--- src/rtl/pll_clkgen_pkg.sv ---
`default_nettype none
// ============================================================================
//  Module      : pll_clkgen_pkg
//  Description : Shared constants for the digital PLL stand-in: the legal
//                divide-ratio range and the counter widths used by the
//                dividers and the lock counter.
//  Revision    : 1.0 - initial release
// ============================================================================
package pll_clkgen_pkg;

    // Legal divide-ratio range for each output divider
    localparam int DIV_MIN  = 2;
    localparam int DIV_MAX  = 1023;

    // Counter widths: DIV_W holds 0..DIV_MAX-1, LOCK_W holds 0..LOCK_MAX
    localparam int DIV_W    = 10;
    localparam int LOCK_W   = 16;
    localparam int LOCK_MAX = 65535;

endpackage : pll_clkgen_pkg
`default_nettype wire

--- src/rtl/pll_clk_div.sv ---
`default_nettype none
// ============================================================================
//  Module      : pll_clk_div
//  Description : Integer clock divider with a registered, glitch-free output.
//                Counter c runs 0..DIV-1; the output is high while
//                c < DIV/2, so odd ratios give floor(DIV/2) high cycles.
//                While en is low the counter and output are held at 0, so
//                the first cycle after en rises starts a full high phase.
//  Ports       : clk   - input clock (all logic on its rising edge)
//                rst_n - asynchronous active-low reset
//                en    - divider enable (held low until the PLL reports lock)
//                clk_o - divided clock output
//  Revision    : 1.0 - initial release
// ============================================================================
module pll_clk_div
    import pll_clkgen_pkg::*;
#(
    parameter int DIV = 2
) (
    input  logic clk,
    input  logic rst_n,
    input  logic en,
    output logic clk_o
);

    generate
        if (DIV < DIV_MIN || DIV > DIV_MAX) begin : g_bad_div
            $error("pll_clk_div: DIV=%0d outside legal range %0d..%0d", DIV, DIV_MIN, DIV_MAX);
        end
    endgenerate

    localparam logic [DIV_W-1:0] c_last = DIV_W'(DIV - 1);
    localparam logic [DIV_W-1:0] c_half = DIV_W'(DIV / 2);

    logic [DIV_W-1:0] r_cnt;
    logic             r_out;

    always_ff @(posedge clk or negedge rst_n) begin
        if (!rst_n) begin
            r_cnt <= '0;
            r_out <= 1'b0;
        end else if (!en) begin
            r_cnt <= '0;
            r_out <= 1'b0;
        end else begin
            // Output reflects the pre-increment count, so c=0 is the first
            // high cycle once enabled.
            r_out <= (r_cnt < c_half);
            r_cnt <= (r_cnt == c_last) ? '0 : r_cnt + 1'b1;
        end
    end

    assign clk_o = r_out;

endmodule : pll_clk_div
`default_nettype wire

--- src/rtl/pll_clkgen.sv ---
`default_nettype none
// ============================================================================
//  Module      : pll_clkgen
//  Description : Synthesizable digital stand-in for the board PLL. Divides
//                clkin1 by two fixed integer ratios and raises a monotonic
//                lock flag LOCK_CYCLES edges after internal reset release.
//                Reset deassertion passes through a 2-flop synchroniser, so
//                the lock counter starts on the 3rd clkin1 edge after rst_n
//                rises and pll_lock sets on edge LOCK_CYCLES+2.
//  Ports       : clkin1   - reference clock, the only clock of the block
//                rst_n    - asynchronous active-low reset
//                clkout0  - clkin1 / CLKOUT0_DIV
//                clkout1  - clkin1 / CLKOUT1_DIV
//                pll_lock - registered lock indicator, one rise per reset
//  Revision    : 1.0 - initial release
// ============================================================================
module pll_clkgen
    import pll_clkgen_pkg::*;
#(
    parameter real CLKIN_FREQ  = 50.0,
    parameter int  CLKOUT0_DIV = 2,
    parameter int  CLKOUT1_DIV = 4,
    parameter int  LOCK_CYCLES = 1024
) (
    input  logic clkin1,
    input  logic rst_n,
    output logic clkout0,
    output logic clkout1,
    output logic pll_lock
);

    generate
        if (LOCK_CYCLES < 1 || LOCK_CYCLES > LOCK_MAX) begin : g_bad_lock
            $error("pll_clkgen: LOCK_CYCLES=%0d outside legal range 1..%0d", LOCK_CYCLES, LOCK_MAX);
        end
        if (CLKIN_FREQ <= 0.0) begin : g_bad_freq
            $error("pll_clkgen: CLKIN_FREQ must be positive");
        end
    endgenerate

    localparam logic [LOCK_W-1:0] c_lock_last = LOCK_W'(LOCK_CYCLES - 1);

    logic [1:0]        r_rst_sync;
    logic [LOCK_W-1:0] r_lock_cnt;
    logic              r_lock;

    // Assert asynchronously, release synchronously after two clkin1 edges
    always_ff @(posedge clkin1 or negedge rst_n) begin
        if (!rst_n) begin
            r_rst_sync <= '0;
        end else begin
            r_rst_sync <= {r_rst_sync[0], 1'b1};
        end
    end

    // Lock counter saturates once r_lock is set; only rst_n can clear it,
    // which keeps pll_lock monotonic within a reset epoch.
    always_ff @(posedge clkin1 or negedge rst_n) begin
        if (!rst_n) begin
            r_lock_cnt <= '0;
            r_lock     <= 1'b0;
        end else if (r_rst_sync[1] && !r_lock) begin
            r_lock_cnt <= r_lock_cnt + 1'b1;
            if (r_lock_cnt == c_lock_last) begin
                r_lock <= 1'b1;
            end
        end
    end

    // Both dividers share the enable, so they leave reset on the same edge
    // and stay phase-aligned at c=0.
    pll_clk_div #(
        .DIV   (CLKOUT0_DIV)
    ) u_div0 (
        .clk   (clkin1),
        .rst_n (rst_n),
        .en    (r_lock),
        .clk_o (clkout0)
    );

    pll_clk_div #(
        .DIV   (CLKOUT1_DIV)
    ) u_div1 (
        .clk   (clkin1),
        .rst_n (rst_n),
        .en    (r_lock),
        .clk_o (clkout1)
    );

    assign pll_lock = r_lock;

endmodule : pll_clkgen
`default_nettype wire

--- config.mk ---
export PLATFORM = sky130hd
export DESIGN_NAME = pll_clkgen
export DESIGN_NICKNAME = d
export VERILOG_FILES = /design/src/rtl/pll_clkgen_pkg.sv /design/src/rtl/pll_clk_div.sv /design/src/rtl/pll_clkgen.sv
export SDC_FILE = /design/constraint.sdc
export NUM_CORES = 1
export LEC_CHECK = 0
export ABC_CLOCK_PERIOD_IN_PS = 3000
export BUFFER_PORTS_ARGS = -buffer_cell sky130_fd_sc_hd__buf_2
export CAP_MARGIN = 20
export CORE_MARGIN = 5
export CORE_UTILIZATION = 56
export CTS_CLUSTER_DIAMETER = 120
export DETAILED_ROUTE_END_ITERATION = 8
export PLACE_DENSITY = 0.73
export SLEW_MARGIN = 5
export SYNTH_ARGS = -nofsm -noshare
export SYNTH_HDL_FRONTEND = slang
export SYNTH_SLANG_ARGS = --single-unit
--- constraint.sdc ---
create_clock -name clkin1 -period 3 [get_ports clkin1]
set_clock_uncertainty 0.15 [all_clocks]
set_input_delay 0.15 -clock clkin1 [delete_from_list [all_inputs] [get_ports clkin1]]
set_output_delay 0.15 -clock clkin1 [all_outputs]
set_load 0.01 [all_outputs]
[After elaboration in Yosys (flattened, before gate mapping)]
Index checks and enable logic that the tools add are counted.
Operators by class
  $add $sub $neg: 3
  reduce and logical (&&, ||, !) cells: 3
  shift-type cells: 0
  multiplexer cells: 6
  equal/unequal tests: 3
  div/mod/pow operators: 0
  $lt $le $gt $ge: 2
  bitwise gates (word level): 0
  multipliers: 0
Operators with widths (number)
  two-way mux 10 bit: 4
  adder 10 x 1 -> 10 bit (second input constant): 2
  adder 16 x 1 -> 16 bit (second input constant): 1
  == test 16 x 10 -> 1 bit (second input constant): 1
  == test 10 x 1 -> 1 bit (second input constant): 1
  == test 10 x 2 -> 1 bit (second input constant): 1
  < comparator 10 x 1 -> 1 bit (second input constant): 1
  < comparator 10 x 2 -> 1 bit (second input constant): 1
  two-way mux 1 bit: 2
  AND reduction 2 bit: 1
  logical AND 1 bit: 1
  logical NOT 1 bit: 1
Word-level totals
  memories kept: 0
  register bits: 41
  logic and storage cells: 24
  bits in writable memories: 0
  input bits: 2
  bits in latches: 0
  output and inout bits: 3
  ROM bits: 0

[Depth between registers and ports, before layout]
  depth after elaboration: 3
  gate-level depth with buffers: 5
  gate-level depth less buffers: 5

[Modules after synthesis]
A second synthesis with hierarchy kept.
Second synthesis, totals
  cells, all modules: 170
  area, all modules: 1913.1 um2
Modules (own cells, without submodules)
  pll_clkgen: sequential area each 475.5 um2, cells an instance 65, area each 828.3 um2, times used 1
  pll_clk_div at u_div0: sequential area each 275.3 um2, cells an instance 55, area each 559.3 um2, times used 1
  pll_clk_div at u_div1: sequential area each 275.3 um2, cells an instance 50, area each 525.5 um2, times used 1

[Worst setup path after synthesis]
No wires, ideal clock.
  path type: register to register
  start: register r_lock, in the netlist pll_lock
  end: register r_lock_cnt[14]
  cell stages (with the launch flop): 6
  slack: 1333 ps
  period minus slack after synthesis: 1667 ps
  library setup time: 123 ps
  arrival time: 1395 ps
  path buffers: 1
  required time: 2727 ps
  cell sequence: dfrtp_1 buf_6 nand3b_1 nor3_1 nand3_1 xnor2_1
On the way
  word-level cells in the longest chain between the ends: 2
Ends and longest elaborated chain
  from (decl): line pll_clkgen.sv:45  | logic r_lock;
  from (signal assigned): line pll_clkgen.sv:61  | r_lock <= 1'b0;
  from (signal assigned): line pll_clkgen.sv:65  | r_lock <= 1'b1;
  logical NOT 1 bit
  logical AND 1 bit: line pll_clkgen.sv:62  | end else if (r_rst_sync[1] && !r_lock) begin
  to (signal assigned): line pll_clkgen.sv:63  | r_lock_cnt <= r_lock_cnt + 1'b1;
  to (decl): line pll_clkgen.sv:44  | logic [LOCK_W-1:0] r_lock_cnt;
No other way between the ends.
A chain may end at the register's enable or synchronous reset.

[Worst setup path after layout]
  start: register r_lock_cnt[0]
  end: register r_lock_cnt[14]
On the way
  word-level cells in the longest chain between the ends: 1
Ends and longest elaborated chain (line)
  adder 16 x 1 -> 16 bit: pll_clkgen.sv:63
No other way between the ends.

==> flow_metrics.py <==
metrics = {
    "route": {
        "drtIter0Drc": 80,
        "wl_mm": 2.871,
        "ant_nets": 0,
        "vias": 1176,
        "via_per_inst": 5.274,
        "drtPass1Iterations": 4,
        "wire_per_inst_um": 12.87,
        "drc_errors": 0,
    },
    "die": {
        "start_util_pct": 59.15,
        "dieArea_um2": 4491,
        "die_h_um": 67.02,
        "num_rows": 20,
        "core_area_um2": 3078,
        "die_w_um": 67.02,
        "io_pins": 5,
    },
    "clock_tree": {
        "htreeDepth": 2,
        "cts.sinks": 41,
        "post_cts_buffers": 0,
        "cts_tree": "built",
        "path_clk_slew_ns": 0.11,
        "clockBufferDepth": 2,
        "cts-root-buf": "clkbuf_4",
        "insertion_delay_ns": 0.35,
        "numCtsBuffers": 5,
    },
    "run_status": {
        "status": "finished clean",
    },
    "yosys": {
        "async_flop_share_pct": 100.0,
        "synth_ff_type": "dfrtp_1",
        "netlist_area_um2": 1820,
        "ys_seq_area_share_pct": 56.36,
        "synthTopCellsByArea": "dfrtp_1 (56%), xnor2_1 (11%), nor2_1 (6.0%), xor2_1 (4.3%), ha_1 (3.4%)",
        "yosys_warnings": 0,
        "ys_ff_latch": 41,
        "yosysMostFrequentCell": "dfrtp_1",
        "synth_top_area_share_pct": 56.36,
        "synth_nets": 174,
        "synth_edf_count": 0,
        "yosys.area.top_type": "dfrtp_1",
        "synth.avg_cell_area_um2": 10.90,
        "synth_commonest_cells": "dfrtp_1 (41), nor2_1 (29), xnor2_1 (22), nand3_1 (12), nand2_1 (10)",
        "ys_types": 23,
        "synth_cells": 167,
    },
    "sta": {
        "worstMarginPinSlew_ns": 0.8756,
        "fmax_mhz": 552.1,
        "finalSetupViolCount": 0,
        "maxSlewViolCount": 0,
        "hold_viol": 0,
        "finalWorstSetupSlack_ns": 1.189,
        "rsz0062_at_grt": "no",
        "setup_tns_ns": 0,
        "fin_crit_sh_pct": 60.38,
        "maxSlewHeadroom_pct": 41.63,
        "layout_min_cycle_time_ns": 1.811,
    },
    "placed_design": {
        "io_buffers": 4,
        "place_hpwl_mm": 2.058,
        "pre_cts_ws_ns": 1.205,
        "gp_congestion": 0.8019,
    },
    "global_route": {
        "grt_pass1_vias": 1176,
        "track_usage_pct": 15.79,
        "grt_max_degree": 42,
        "grt_pass1_wl_mm": 5.175,
        "antenna_found_initial": 0,
        "grt_overflow": 0,
    },
    "critical_path": {
        "critPathKind": "flip-flop to flip-flop",
        "crit_arrival_ns": 1.90,
        "worst_setup_path_start_kind": "flip-flop",
        "cp-end-kind": "flip-flop",
        "cp.required_ns": 3.09,
        "critPathMaxFanout": 4,
    },
    "finish": {
        "synthToLayoutAreaGrowth_pct": 8.729,
        "drive_gt1_share_pct": 8.380,
        "nNetsFinal": 185,
        "antennaDiodeCount": 0,
    },
    "power_and_ir_drop": {
        "pwr_density_cell_nw_per_um2": 566.2,
        "peakVddDrop_v": 0.0003880,
        "p_leak_nw": 0.8501,
    },
    "hold_path": {
        "hp-class": "flip-flop to flip-flop",
    },
    "flow_run": {
        "drv_cap": 0,
    },
}
-- layout by cell type (no fill, tap or decap), drive strengths merged, types with 3 or more instances in the layout --
cell type	n
ha	5
and3	5
nor2	29
xnor2	22
clkbuf	7
inv	7
xor2	9
nand3	12
dfrtp	41
buf	4
nor3	3
nor4	7
nand4	7
nand2	10
-- worst max-delay path: stages, from the launching register on --
cell      delay (ns)
dfrtp_1         0.43
ha_1            0.20
nand3b_1        0.15
nor3_1          0.46
nand3_1         0.16
xnor2_1         0.16
-- flip-flops by register name (all words and copies together) (netlist names) --
signal	count
r_lock_cnt	16
pll_lock	1
u_div1.r_cnt	10
u_div0.r_cnt	10
u_div0.clk_o	1
u_div1.clk_o	1
r_rst_sync	2
-- layout make-up --
type	instances	area [um^2]
clock buffers	7	55.05
inverters	7	26.28
fillers	235	1099
clock inverters	1	30.03
flip-flops and latches	41	1026
multi-input cells	118	757.0
well taps	44	55.05
repair buffers	5	30.03
-- final timing paths --
| kind | cells after the start | slack (ns) | from | to |
|---|---|---|---|---|
| max | 5 | 1.19 | r_lock_cnt[0]$_DFFE_PN0P_ | r_lock_cnt[14]$_DFFE_PN0P_ |
| min | 0 | 0.22 | r_rst_sync[0]$_DFF_PN0_ | r_rst_sync[1]$_DFF_PN0_ |
| max reg2reg | 5 | 1.19 | r_lock_cnt[0]$_DFFE_PN0P_ | r_lock_cnt[14]$_DFFE_PN0P_ |
| min reg2reg | 0 | 0.22 | r_rst_sync[0]$_DFF_PN0_ | r_rst_sync[1]$_DFF_PN0_ |
| max in group asynchronous | 2 | 1.86 | rst_n | r_lock_cnt[11]$_DFFE_PN0P_ |
| min in group asynchronous | 2 | 0.30 | rst_n | u_div1.clk_o$_DFF_PN0_ |
-- timing repair --
action,CTS,global route
hold endpoints to repair,41,0
gates resized for setup,0,0
hold buffers,1,0
-- per-stage QoR --
step,util (%),hold WS [ns],instances,power (mW),area (um^2)
global route,64.31,0.2320,223,1.178,1979
CTS,64.31,0.2189,223,1.128,1979
global placement,61.22,0.1552,214,0.7468,1884
finish,64.31,0.2157,223,1.121,1979
floorplan,-,-0.2956,167,0.7194,1821
detailed placement,61.22,0.1723,214,0.7573,1884
-- kinds of logic after synthesis --
| logic type | count (synthesis) | share of synthesized area [%] |
|---|---|---|
| adder cells (fa/ha/maj) | 5 | 3.436 |
| multiplexers | 1 | 0.6185 |
| AO/OA/AOI/OAI | 1 | 0.4812 |
| XOR/XNOR | 31 | 14.91 |
| other | 1 | 0.2060 |
| buffers and inverters | 8 | 2.062 |
| AND/OR/NAND/NOR | 79 | 21.92 |
| flip-flops | 41 | 56.36 |
-- power by group --
part           internal, mW  leakage (nW)  switching (mW)
Clock                 0.199        0.0455           0.174
Combinational        0.0494         0.248          0.0435
Sequential            0.598         0.557          0.0565
Total                 0.846         0.850           0.274
-- routing by layer --
layer	GRT usage, %	wire (um)	vias to the layer above
li1	-	-	581
met5	0	0	-
met3	4.216	104	7
met4	8.608	55	0
met1	17.97	1315	567
met2	26.63	1396	21
(Power assumes the default switching activity.)
